### config.mk
export PLATFORM = sky130hd
export DESIGN_NAME = msrv32_instruction_mux_core
export DESIGN_NICKNAME = d
export VERILOG_FILES = /design/src/rtl/msrv32_instruction_mux_core.sv
export SDC_FILE = /design/constraint.sdc
export NUM_CORES = 1
export LEC_CHECK = 0
export CAP_MARGIN = 25
export CORE_ASPECT_RATIO = 1.1
export CORE_MARGIN = 5
export CORE_UTILIZATION = 22
export DETAILED_ROUTE_END_ITERATION = 8
export MAX_ROUTING_LAYER = met4
export PLACE_DENSITY = 0.94
export SYNTH_ARGS = -nofsm -noshare
export SYNTH_HDL_FRONTEND = slang
export SYNTH_SLANG_ARGS = --single-unit
### constraint.sdc
create_clock -name vclk -period 1.5
set_clock_uncertainty 0.05 [all_clocks]
set_input_delay 0.15 -clock vclk [all_inputs]
set_output_delay 0.15 -clock vclk [all_outputs]
set_load 0.02 [all_outputs]
### src/rtl/msrv32_instruction_mux_core.sv
// Fetch-to-decode instruction mux: forwards the fetched word or a NOP on flush, splits RV32I fields.
// Optional output register enabled by defining MSRV32_INSTR_MUX_REG_OUT_EN (default: combinational).
module msrv32_instruction_mux_core #(
    parameter logic [31:0] NOP_INSTR = 32'h0000_0013
) (
    input  logic        ms_riscv32_mp_clk_in,
    input  logic        ms_riscv32_mp_rst_n_in,
    input  logic        flush_in,
    input  logic [31:0] ms_riscv32_mp_instr_in,
    output logic [6:0]  opcode_out,
    output logic [2:0]  funct3_out,
    output logic [6:0]  funct7_out,
    output logic [4:0]  rs1addr_out,
    output logic [4:0]  rs2addr_out,
    output logic [4:0]  rdaddr_out,
    output logic [11:0] csr_addr_out,
    output logic [24:0] instr_out,
    output logic        illegal_instr_out
);

    // Only the eleven 32-bit RV32I base opcodes are accepted; every one of them ends in 2'b11.
    function automatic logic is_illegal(input logic [31:0] word);
        logic bad;
        if (word[1:0] != 2'b11) begin
            bad = 1'b1;
        end else begin
            case (word[6:0])
                7'h37, 7'h17, 7'h6F, 7'h67, 7'h63, 7'h03,
                7'h23, 7'h13, 7'h33, 7'h0F, 7'h73: bad = 1'b0;
                default:                           bad = 1'b1;
            endcase
        end
        return bad;
    endfunction

    logic [31:0] sel_s;
    logic [31:0] word_s;

    // Select between the fetched word and the canonical NOP.
    always_comb begin
        if (flush_in) begin
            sel_s = NOP_INSTR;
        end else begin
            sel_s = ms_riscv32_mp_instr_in;
        end
    end

`ifdef MSRV32_INSTR_MUX_REG_OUT_EN
    logic [31:0] word_r;

    // Single pipeline register; reset loads a NOP so the decoder never sees garbage.
    always_ff @(posedge ms_riscv32_mp_clk_in or negedge ms_riscv32_mp_rst_n_in) begin
        if (!ms_riscv32_mp_rst_n_in) begin
            word_r <= NOP_INSTR;
        end else begin
            word_r <= sel_s;
        end
    end

    assign word_s = word_r;
`else
    logic unused_clk_rst_s;

    assign unused_clk_rst_s = ms_riscv32_mp_clk_in ^ ms_riscv32_mp_rst_n_in;
    assign word_s           = sel_s;
`endif

    // Every field is a plain slice of one word, so csr_addr stays equal to {funct7, rs2}.
    assign opcode_out        = word_s[6:0];
    assign rdaddr_out        = word_s[11:7];
    assign funct3_out        = word_s[14:12];
    assign rs1addr_out       = word_s[19:15];
    assign rs2addr_out       = word_s[24:20];
    assign funct7_out        = word_s[31:25];
    assign csr_addr_out      = word_s[31:20];
    assign instr_out         = word_s[31:7];
    assign illegal_instr_out = is_illegal(word_s);

endmodule

==> impl_metrics.json <==
{
  "outcome": "finished, final reports clean",
  "timing.final.crit_share_pct": 97.6,
  "dr.pass1.iters": 2,
  "slew_viol_final": 0,
  "ys_top_cells_by_area": "buf_4 51%, nor2b_1 31%, or2_2 3.4%, nand2b_4 2.5%, buf_2 1.8%",
  "ys_types": 15,
  "p_per_area_nw_per_um2": 329,
  "grt_max_degree": 18,
  "critPathKind": "input port to primary output",
  "start_util_pct": 22.4,
  "grt_pass1_vias": 697,
  "hp-class": "input port to primary output",
  "seq_cell_count": 0,
  "startpoint": "flush_in",
  "num_vias": 704,
  "ant_nets": 0,
  "setup_viol": 0,
  "yosys.area.top_type_share_pct": 50.6,
  "core_area_um2": 2450,
  "placed_area_um2": 1350,
  "total_leakage_power_nw": 0.660,
  "drcViolationCount": 0,
  "critPathLaunchType": "input port",
  "drtIter0Drc": 2,
  "avgViaCountPerCell": 3.98,
  "synth_common_cells": "37 x buf_4, 27 x nor2b_1, 3 x or2_2",
  "cts_hold_buf": 0,
  "period_needed_ns": 1.46,
  "hold_slack_ns": 0.639,
  "grt_overflow_total": 0,
  "hold_violations": 0,
  "rsz0062_at_grt": "true",
  "io_pins": 105,
  "yosysTopAreaCell": "buf_4",
  "synthCells": 80,
  "routed_wl_um": 2530,
  "grt_use_total_pct": 13.2,
  "n_antenna_cell": 0,
  "max_freq_ghz": 0.683,
  "hpwl_um": 2150,
  "fp.dieH_um": 62.4,
  "postCtsSetupBuffers": 0,
  "syn_area_per_cell_um2": 6.87,
  "rows": 19,
  "place_congestion": 0.809,
  "cp-end-kind": "primary output",
  "worst_ir_drop_vdd_uv": 182,
  "slew_headroom_pct": 84.8,
  "critPathMaxFanout": 16,
  "die_area_um2": 3600,
  "yosysMostFrequentCell": "buf_4",
  "yosysSeqAreaShare_pct": 0,
  "die_w_um": 57.6,
  "syn_area_um2": 549,
  "fin_nets": 183,
  "synth_fp_nets": 115,
  "cap_violations": 0,
  "antenna_found_initial": 0,
  "final_util_pct": 54.8,
  "yosys_warnings": 0,
  "drive_gt1_share_pct": 32.2,
  "nClkBuffers": 0,
  "endpoint": "instr_out[11]",
  "cp_data_arrival_time_ns": 1.26,
  "register_area_um2": 0,
  "area_growth_pct": 144,
  "tightest_slew_ns": 0.229,
  "power_mw": 0.441,
  "portBuffers": 103,
  "wl_per_cell_um": 14.3,
  "cp.required_ns": 1.30,
  "fin_area_um2": 1340,
  "grt_pass1_wl_um": 3770
}
per-layer routing:
| layer | global-route usage [%] | wire, um |
|---|---|---|
| met5 | - | 0 |
| met4 | 0.870 | 20 |
| met3 | 3.31 | 275 |
| met2 | 26.8 | 1350 |
| met1 | 12.3 | 888 |
critical path, cell delays in order:
cell and delay [ns]:
dlygate4sd2_1 0.29, bufbuf_16 0.30, nor2b_1 0.16, dlygate4sd2_1 0.36
area by class of cell:
class	count	area, um2
fill	246	1110
inverter	1	3.75
multi-input combinational	39	253
tap	31	38.8
timing repair buffer	106	1050
metrics by stage:
step                setup TNS (ns)  worst slack, ns  cells
finish                           0           0.0355    177
global route                -0.206          -0.0334    177
CTS                         -0.207           -0.207    177
detailed placement          -21.42           -0.512    176
global placement            -19.72           -0.489    176
floorplan                        0            0.356     80
power breakdown:
part	total [mW]	internal (mW)	leakage (nW)	switching, mW
logic	0.441	0.221	0.660	0.220
clock network	0	0	0	0
registers	0	0	0	0
cell usage in the layout, fill, tap and decap left out, drive strengths merged:
cell type and count:
nand2b 1, clkdlybuf4s50 30, dlymetal6s2s 2, clkdlybuf4s15 28, bufbuf 1, a21oi 1
nor2b 28, inv 1, buf 5, nor2 1, a31oi 1, o21ai 1
nand2 1, dlygate4sd2 34, and2 1, clkbuf 6, a211o 1, or2 3
worst min-delay path by stage:
stage / start / endpoint / slack (ns) / cells after the start
floorplan: flush_in / instr_out[0] / 0.34 / 1
global placement: ms_riscv32_mp_instr_in[7] / instr_out[0] / 1.30 / 3
detailed placement: ms_riscv32_mp_instr_in[7] / rdaddr_out[0] / 1.31 / 3
CTS: ms_riscv32_mp_instr_in[0] / opcode_out[0] / 0.98 / 3
global route: ms_riscv32_mp_instr_in[4] / opcode_out[4] / 0.69 / 3
finish: ms_riscv32_mp_instr_in[4] / opcode_out[4] / 0.64 / 3
kinds of logic (layout without fill, tap and decap cells):
logic type / count (synthesis) / in the layout / share of synthesized area, %
AND/OR/NAND/NOR: 35 / 35 / 41.0
AO/OA/AOI/OAI: 4 / 4 / 4.56
buffers and inverters: 41 / 107 / 54.4
what timing repair did:
| action | CTS | global route |
|---|---|---|
| cloned | 1 | 0 |
| pin swaps | 0 | 1 |
| gates resized for setup | 135 | 18 |
| setup endpoints to repair | 70 | 21 |
Power figures use the tool's default switching activity.
